**config.mk**
```make
export PLATFORM = sky130hd
export DESIGN_NAME = pulse_stretch_driver_flat
export DESIGN_NICKNAME = d
export VERILOG_FILES = /design/src/rtl/pulse_stretch_driver_pkg.sv /design/src/rtl/pulse_stretch_driver_if.sv /design/src/rtl/pulse_stretch_driver.sv /design/src/flat_wrapper.sv
export SDC_FILE = /design/constraint.sdc
export NUM_CORES = 1
export LEC_CHECK = 0
export BUFFER_PORTS_ARGS = -buffer_cell sky130_fd_sc_hd__buf_2
export CAP_MARGIN = 20
export CORE_ASPECT_RATIO = 1.1
export CORE_MARGIN = 10
export CORE_UTILIZATION = 55
export CTS_CLUSTER_SIZE = 8
export DETAILED_ROUTE_END_ITERATION = 12
export GPL_ROUTABILITY_DRIVEN = 0
export PLACE_DENSITY = 0.87
export SYNTH_ARGS = -nofsm -noshare
export SYNTH_HDL_FRONTEND = slang
export SYNTH_SLANG_ARGS = --single-unit
```
**constraint.sdc**
```tcl
create_clock -name clk -period 3.1 [get_ports clk]
set_clock_uncertainty 0.1 [all_clocks]
set_input_delay 0.31 -clock clk [delete_from_list [all_inputs] [get_ports clk]]
set_output_delay 0.31 -clock clk [all_outputs]
set_load 0.03 [all_outputs]
```
**src/rtl/pulse_stretch_driver_pkg.sv**
```systemverilog
// pulse_stretch_driver_pkg: state encoding and counter sizing shared by the pulse stretcher
package pulse_stretch_driver_pkg;
  typedef enum logic [1:0] {IDLE = 2'd0, HIGH = 2'd1, GAP = 2'd2} state_t;
  function automatic int cnt_w(input int h, input int g);
    int m;
    m = h > g ? h : g;
    return m > 1 ? $clog2(m) : 1;
  endfunction
endpackage

```
**src/rtl/pulse_stretch_driver_if.sv**
```systemverilog
// pulse_stretch_driver_if: request/status bundle between the event source and the stretcher
interface pulse_stretch_driver_if #(parameter int PEND_MAX = 15);
  localparam int PW = $clog2(PEND_MAX + 1);
  logic          i_trig;
  logic          i_clr_ovf;
  logic          o_out;
  logic          o_busy;
  logic [PW-1:0] o_pend;
  logic          o_ovf;
  modport master (output i_trig, i_clr_ovf, input o_out, o_busy, o_pend, o_ovf);
  modport slave  (input i_trig, i_clr_ovf, output o_out, o_busy, o_pend, o_ovf);
endinterface

```
**src/rtl/pulse_stretch_driver.sv**
```systemverilog
// pulse_stretch_driver: stretches request strobes into fixed-width pulses with a guaranteed gap,
// queueing requests that arrive while a pulse is running
module pulse_stretch_driver
  import pulse_stretch_driver_pkg::*;
#(
  parameter int HIGH_WIDTH = 100,
  parameter int GAP_WIDTH  = 100,
  parameter int PEND_MAX   = 15,
  parameter bit ACTIVE_LOW = 1'b0
) (
  input logic clk,
  input logic rst_n,
  pulse_stretch_driver_if.slave bus
);
  localparam int CW = cnt_w(HIGH_WIDTH, GAP_WIDTH);
  localparam int PW = $clog2(PEND_MAX + 1);
  localparam logic [CW-1:0] H_LD = CW'(HIGH_WIDTH - 1);
  localparam logic [CW-1:0] G_LD = CW'(GAP_WIDTH - 1);
  localparam logic [PW-1:0] P_MAX = PW'(PEND_MAX);
  generate
    if (HIGH_WIDTH < 1 || GAP_WIDTH < 1 || PEND_MAX < 1) begin : g_bad_param
      $error("pulse_stretch_driver: HIGH_WIDTH, GAP_WIDTH and PEND_MAX must all be >= 1");
    end
  endgenerate
  state_t        r_state;
  logic [CW-1:0] r_cnt;
  logic [PW-1:0] r_pend;
  logic          r_out;
  logic          r_busy;
  logic          r_ovf;
  state_t        w_state_nx;
  logic [CW-1:0] w_cnt_nx;
  logic [PW-1:0] w_pend_nx;
  logic          w_tc;
  logic          w_last;
  logic          w_q;
  logic          w_drop;
  assign w_tc   = r_cnt == '0;
  assign w_last = r_state == GAP && w_tc;
  // the last gap cycle is excluded: a trig there is either served directly or cancels the dequeue
  assign w_q    = bus.i_trig && r_state != IDLE && !w_last;
  assign w_drop = w_q && r_pend == P_MAX;
  always_comb begin
    w_state_nx = r_state == IDLE ? (bus.i_trig ? HIGH : IDLE)
               : r_state == HIGH ? (w_tc ? GAP : HIGH)
               : !w_tc ? GAP
               : (r_pend != '0 || bus.i_trig) ? HIGH : IDLE;
    w_cnt_nx   = (w_state_nx == HIGH && r_state != HIGH) ? H_LD
               : (w_state_nx == GAP && r_state == HIGH) ? G_LD
               : w_tc ? r_cnt : r_cnt - CW'(1);
    w_pend_nx  = (w_q && !w_drop) ? r_pend + PW'(1)
               : (w_last && r_pend != '0 && !bus.i_trig) ? r_pend - PW'(1)
               : r_pend;
  end
  always_ff @(posedge clk or negedge rst_n) begin
    if (!rst_n) begin
      r_state <= IDLE;
      r_cnt   <= '0;
      r_pend  <= '0;
      r_out   <= ACTIVE_LOW;
      r_busy  <= 1'b0;
      r_ovf   <= 1'b0;
    end else begin
      r_state <= w_state_nx;
      r_cnt   <= w_cnt_nx;
      r_pend  <= w_pend_nx;
      r_out   <= (w_state_nx == HIGH) ^ ACTIVE_LOW;
      r_busy  <= w_state_nx != IDLE;
      r_ovf   <= w_drop | (r_ovf & ~bus.i_clr_ovf);
    end
  end
  assign bus.o_out  = r_out;
  assign bus.o_busy = r_busy;
  assign bus.o_pend = r_pend;
  assign bus.o_ovf  = r_ovf;
endmodule

```
**src/flat_wrapper.sv**
```systemverilog
// flat-port wrapper written by rule: the top's interface ports become plain ports
module pulse_stretch_driver_flat import pulse_stretch_driver_pkg::*;
#(
  parameter int HIGH_WIDTH = 100,
  parameter int GAP_WIDTH  = 100,
  parameter int PEND_MAX   = 15,
  parameter bit ACTIVE_LOW = 1'b0
)
  (clk, rst_n, bus_i_trig, bus_i_clr_ovf, bus_o_out, bus_o_busy, bus_o_pend, bus_o_ovf);
  pulse_stretch_driver_if #(.PEND_MAX(PEND_MAX)) bus_i ();
  input logic clk;
  input logic rst_n;
  input wire logic [$bits(bus_i.i_trig)-1:0] bus_i_trig;
  input wire logic [$bits(bus_i.i_clr_ovf)-1:0] bus_i_clr_ovf;
  output wire logic [$bits(bus_i.o_out)-1:0] bus_o_out;
  output wire logic [$bits(bus_i.o_busy)-1:0] bus_o_busy;
  output wire logic [$bits(bus_i.o_pend)-1:0] bus_o_pend;
  output wire logic [$bits(bus_i.o_ovf)-1:0] bus_o_ovf;
  assign bus_i.i_trig = bus_i_trig;
  assign bus_i.i_clr_ovf = bus_i_clr_ovf;
  assign bus_o_out = bus_i.o_out;
  assign bus_o_busy = bus_i.o_busy;
  assign bus_o_pend = bus_i.o_pend;
  assign bus_o_ovf = bus_i.o_ovf;
  pulse_stretch_driver #(.HIGH_WIDTH(HIGH_WIDTH), .GAP_WIDTH(GAP_WIDTH), .PEND_MAX(PEND_MAX), .ACTIVE_LOW(ACTIVE_LOW)) u_core (.clk(clk), .rst_n(rst_n), .bus(bus_i));
endmodule
```
==> results.md, run 1 <==
- Outcome: complete, no violations
- Cell area after synthesis: 928.4 sq um
- Comb power frac: 49.3%
- Critical path class: register to register
- Dpl hpwl: 1304 um
- CP Capture Type: register
- Per-cell routed wire length: 13.94 um
- Post-DP Area: 987.2 sq um
- Power share of the clock group: 9.8%
- Worst-path fanout max: 4
- Final Instance Area: 1020 sq um
- Hold Crit Class: input port to register
- Top_reg_cell synth: dfrtp_1
- Slew Limit Fails: 0
- Tmin final: 2466 ps
- Iter 0 DRT Violations: 9
- Clk sinks: 16
- Clk root buf: clkbuf_4
- Internal power: 0.5855 mW
- Reg area: 400.4 sq um
- Cells after Synth: 88
- Routed wire length: 1631 um
- Setup ws final: 634.2 ps
- CORE AREA: between 1500 and 2000 sq um
- Layout cells sized above 1: 21.00%
- Util after Layout: 64.68%
- IO Count: 11
- Crit path DAT: 2560 ps
- Slew @ Worst Pin: 528.1 ps
- Vias/cell: 5.744
- Worst Path Required: between 3000 and 4000 ps
- Synth Register Bits: 16
- Synth-to-layout area growth: 9.839%
- PortBufs: 10
- RSZ-0062 raised after global routing: no
- Net load switching power: 0.4679 mW
- Final non-filler cell total: 117
- CTS tree: built
- CP startpoint kind: register
- Die width: 59.18 um
- Nets: between 100 and 150
- First-pass GRT wire length: roughly 3000 um
- Site Rows: 15
- Maximum VDD drop: 0.5188 mV
- Fmax: 405.6 MHz
- ANT cells: 0
- Fillers: 138
- GR Overflow Total: 0
- H-tree levels: 1
- Distinct cells, synth: 32
- Vias in the first global route: 696
- Multi-input logic area: 496.7 sq um
- Hold Fails Final Rpt: 0
- Register area share after synthesis: 43.13%
- Power per cell area: 1033 nW/um^2
- Yosys synthesis warning count: 0
- Commonest non-fill, non-tap cells in the layout: 16 x dfrtp_1, 11 x nand2_1, 10 x buf_2, 9 x nor2_1
- First-pass DRT Iterations: 4
- Max-Slew Margin vs Limit: about 64%
- Initial antenna violation count: 0
- CTS max path bufs: 2
- Via count: 672
- Leakage: 0.4667 nW
- FFs w/ async S/R, synth: 100.0%
- DRT antenna net count: 0
- EDFF count, synth: 0
- Skew-Pair Late Insertion Delay: 270 ps
- Setup_tns: 0 ps
- Commonest non-fill, non-tap cell in the layout: dfrtp_1
- Die height: ~63 um
- CTS Buf Count: 3
- DIE AREA: 3733 sq um
- # DRC: 0
- # setup viols final: 0
- Synth Net Count: 97
- Pre-CTS setup slack: about 670 ps
- GRT Util Overall: 9.798%
- Largest net degree at the start of global routing: 17
- Placed insts: 113
- Initial Util: about three fifths
- Max-Cap Viols: 0
- Fin crit share: a little under 80%
- Worst-path clk slew: 90 ps
- Syn Area/Cell: 10.55 sq um
- Sw frac: about 44%
- Sequential power share: 40.8%
==> critical path: stages, from the launching register on <==
cell,delay (ps)
dfrtp_1,400
inv_1,120
ha_1,200
nor4b_4,250
a21oi_1,150
nand2_1,180
ha_1,260
a21o_1,170
a21oi_1,160
mux2i_1,230
xor2_1,180
==> layer usage <==
metal | wire (um) | global-route usage (%)
met5 | 0 | 0
met4 | 9 | 4.310
met3 | 43 | 2.605
met2 | 848 | 16.32
met1 | 729 | 11.16
==> final cells by class <==
class / count / share of cell area (%)
flip-flops and latches: 16 / 39.26
clock buffers: 3 / 2.209
inverters: 5 / 1.840
multi-input cells: 65 / 48.71
well taps: 17 / 2.086
repair buffers: 11 / 5.890
==> path summary, 6_finish.rpt <==
kind	startpoint	to	slack, ps	depth (start not counted)
worst max-delay path	u_core.r_cnt[0]$_DFFE_PN0P_	u_core.bus.o_pend[3]$_DFFE_PN0P_	630	10
worst min register to register	u_core.bus.o_ovf$_DFF_PN0_	u_core.bus.o_ovf$_DFF_PN0_	420	1
worst max register to register	u_core.r_cnt[0]$_DFFE_PN0P_	u_core.bus.o_pend[3]$_DFFE_PN0P_	630	10
min in group asynchronous	rst_n	u_core.r_cnt[5]$_DFFE_PN0P_	360	2
max in group asynchronous	rst_n	u_core.r_cnt[6]$_DFFE_PN0P_	2280	2
worst min-delay path	bus_i_clr_ovf	u_core.bus.o_ovf$_DFF_PN0_	230	3
==> cell usage after synthesis (3+ instances only) <==
| library cell | instances | area share [%] |
|---|---|---|
| nand2_1 | 11 | 4.4 |
| xnor2_1 | 3 | 2.8 |
| inv_1 | 5 | 2.0 |
| nor2_1 | 9 | 3.6 |
| xor2_1 | 5 | 4.7 |
| ha_1 | 4 | 5.4 |
| a21oi_1 | 3 | 1.6 |
| dfrtp_1 | 16 | 43 |
| nand3_1 | 3 | 1.6 |
==> logic make-up after synthesis <==
group | Yosys count | synth area share [%]
and+or+nand+nor | 35 | 21.70
DFF | 16 | 43.13
AOI/OAI and AO/OA | 13 | 11.32
xor gates and xnor gates | 8 | 7.547
buffers and inverters | 7 | 3.369
adders and majority gates | 5 | 7.547
muxes | 4 | 5.391
==> what timing repair did <==
item,in CTS,in global routing
gates resized for setup,0,0
setup buffers,0,0
hold endpoints to repair,16,0
hold buffers,1,0
==> sequential cells by signal, summed over array words and instances (netlist names) <==
register,cells
u_core.bus.o_out,1
u_core.bus.o_busy,1
u_core.bus.o_ovf,1
u_core.r_state,2
u_core.r_cnt,7
u_core.bus.o_pend,4
==> power groups by stage <==
stage / logic (mW) / clock network (mW) / registers, mW
after floorplan: 0.353 / 0 / 0.477
after global placement: 0.498 / 0 / 0.427
after detailed placement: 0.522 / 0 / 0.435
after CTS: 0.527 / 0.107 / 0.431
after global routing: 0.578 / 0.117 / 0.449
final: 0.520 / 0.103 / 0.430
==> per-stage QoR <==
| stage | hold slack (ps) | power [mW] |
|---|---|---|
| after global placement | 134.6 | 0.9255 |
| after detailed placement | 139.3 | 0.9574 |
| after floorplan | -85.59 | 0.8298 |
| final | 228.9 | 1.053 |
| after CTS | 227.3 | 1.065 |
| after global routing | 236.6 | 1.144 |
No activity file was read; power rests on OpenSTA's default activity.
==> run 2: changes to the inputs <==
==> constraint.sdc (replaced) <==
create_clock -name clk -period 2.38 [get_ports clk]
set_clock_uncertainty 0.1 [all_clocks]
set_input_delay 0.238 -clock clk [delete_from_list [all_inputs] [get_ports clk]]
set_output_delay 0.238 -clock clk [all_outputs]
set_load 0.03 [all_outputs]
==> results.md, run 2 (same netlist as run 1, synthesis figures left out) <==
- Util after Layout: 70.08%
- Crit path depth: 10
- CTS tree: built
- Crit path DAT: 2370 ps
- Hold Crit Class: input port to register
- First-pass GRT wire length: 2898 um
- Multi-input logic area: roughly 530 sq um
- Layout cells sized above 1: around a third
- H-tree levels: 1
- Die width: 59.18 um
- Die height: roughly 63 um
- # DRC: 0
- Initial Util: 58.89%
- First-pass DRT Iterations: 5
- Cell mode on critical path: a21oi_2
- Crit path from: u_core.r_cnt[0]$_DFFE_PN0P_
- Max-Cap Viols: 0
- Comb power frac: 54.3%
- GR Overflow Total: 0
- Clk root buf: clkbuf_4
- Commonest non-fill, non-tap cell in the layout: dfrtp_1
- Tmin final: 2257 ps
- Top delay family on crit path: compound AO/OA/AOI/OAI gates
- Placed insts: 115
- Vias in the first global route: 660
- Final non-filler cell total: around 120
- DIE AREA: 3733 sq um
- Commonest non-fill, non-tap cells in the layout: 16 x dfrtp_1, 11 x nand2_1, 10 x buf_2, 9 x nor2_1, 7 x buf_4
- Most flops, register: u_core.r_cnt
- Sequential power share: 36.5%
- Maximum VDD drop: around 0.73 mV
- Fmax: roughly 440 MHz
- Worst-path fanout max: 3
- Power share of the clock group: a little under a tenth
- Net load switching power: 0.6745 mW
- Hold path start: bus_i_clr_ovf
- Synth-to-layout area growth: 19.00%
- Internal power: 0.8453 mW
- Slew Limit Fails: 0
- Worst Path Required: 2490 ps
- Critical path class: register to register
- Slowest stage delay, CP: 400 ps
- CP Capture Type: register
- CTS Buf Count: 3
- PortBufs: 10
- Via count: 720
- CORE AREA: about 1600 sq um
- Slew @ Worst Pin: 558.5 ps
- Reg area: 400.4 sq um
- Clk sinks: 16
- Total Power: 1.520 mW
- Largest net degree at the start of global routing: 17
- Routed wire length: 1954 um
- Hold Fails Final Rpt: 0
- CTS max path bufs: 2
- Sw frac: 44.38%
- Hold-critical path depth: 3
- ANT cells: 0
- Leakage: 0.5004 nW
- GRT Util Overall: 9.849%
- Crit path buffers/inverters: 1
- CP cell instances: inv_2, ha_4, nor4b_4, a21oi_2, nand2_1, ha_1, a21o_1, a21oi_2, mux2i_1, xor2_1
- IO Count: 11
- Reg-to-reg startpoint: u_core.r_cnt[0]$_DFFE_PN0P_
- Dpl hpwl: 1364 um
- Worst-path clk slew: 90 ps
- Fin crit share: 94.83%
- Site Rows: 15
- Fillers: 113
- # setup viols final: 0
- Initial antenna violation count: 0
- Skew-Pair Late Insertion Delay: 280 ps
- Outcome: complete, no violations
- Setup_tns: 0 ps
- Max-Slew Margin vs Limit: between 60% and 70%
- Power per cell area: between 1000 and 1500 nW/um^2
- DRT antenna net count: 0
- CP startpoint kind: register
- Nets: 118
- Max reg flops: 7
- R2R depth: 10
- Vias/cell: 5.806
- Per-cell routed wire length: 15.76 um
- Iter 0 DRT Violations: 39
- CP max-delay cell: dfrtp_1
run 2: cell types whose count changed in the layout (fill, tap and decap cells not counted), sizes merged:
cell / change
buf: +7
run 2: area by class of cell:
type	count	area share, %
clock buffers	3	2.039
inverters	5	1.699
multi-input cells	65	47.90
flip-flops and latches	16	36.24
well taps	17	1.925
repair buffers	18	10.19
run 2: path summary, 6_finish.rpt:
check | end | slack, ps
setup / recovery | u_core.bus.o_pend[3]$_DFFE_PN0P_ | 120
hold / removal | u_core.bus.o_ovf$_DFF_PN0_ | 140
setup reg to reg | u_core.bus.o_pend[3]$_DFFE_PN0P_ | 120
hold reg to reg | u_core.bus.o_ovf$_DFF_PN0_ | 410
max in group asynchronous | u_core.r_state[1]$_DFF_PN0_ | 1630
min in group asynchronous | u_core.r_cnt[4]$_DFFE_PN0P_ | 290
run 2: power groups by stage:
stage               logic (mW)  registers [mW]  clock network, mW
global route             0.897           0.571              0.154
detailed placement       0.715           0.551                  0
finish                   0.826           0.555              0.139
CTS                      0.720           0.546              0.141
global placement         0.685           0.541                  0
floorplan                0.460           0.621                  0
run 2: worst register-to-register path: cells and delay by family (launching register included):
family,cells,cell delay (ps)
flops,1,400
mux,1,250
xor+xnor,1,160
simple gates,2,350
fa+ha+maj,2,370
buf+inv,1,100
compound gates,3,460
run 2: stage by stage:
| step | instance area (sq um) | worst slack (ps) | hold slack (ps) |
|---|---|---|---|
| global route | 1105 | -2.652 | 137.0 |
| detailed placement | 1002 | 62.89 | 71.57 |
| global placement | 1002 | 167.7 | 65.03 |
| CTS | 1035 | 32.93 | 148.0 |
| finish | 1105 | 123.1 | 144.3 |
| floorplan | 928.4 | 191.3 | -157.6 |
run 2: per-layer routing:
layer	up-vias	track usage [%]	part of all wire (%)
li1	344	-	-
met1	350	10.61	42
met2	21	16.18	51
met3	5	2.605	4.2
met4	0	6.322	1.9
met5	-	0	0
run 2: timing repair:
| item | in CTS | in global routing |
|---|---|---|
| buffers inserted | 0 | 5 |
| hold endpoints to repair | 16 | 0 |
| setup endpoints to repair | 0 | 2 |
| hold buffers | 1 | 0 |
| gates resized for setup | 0 | 7 |
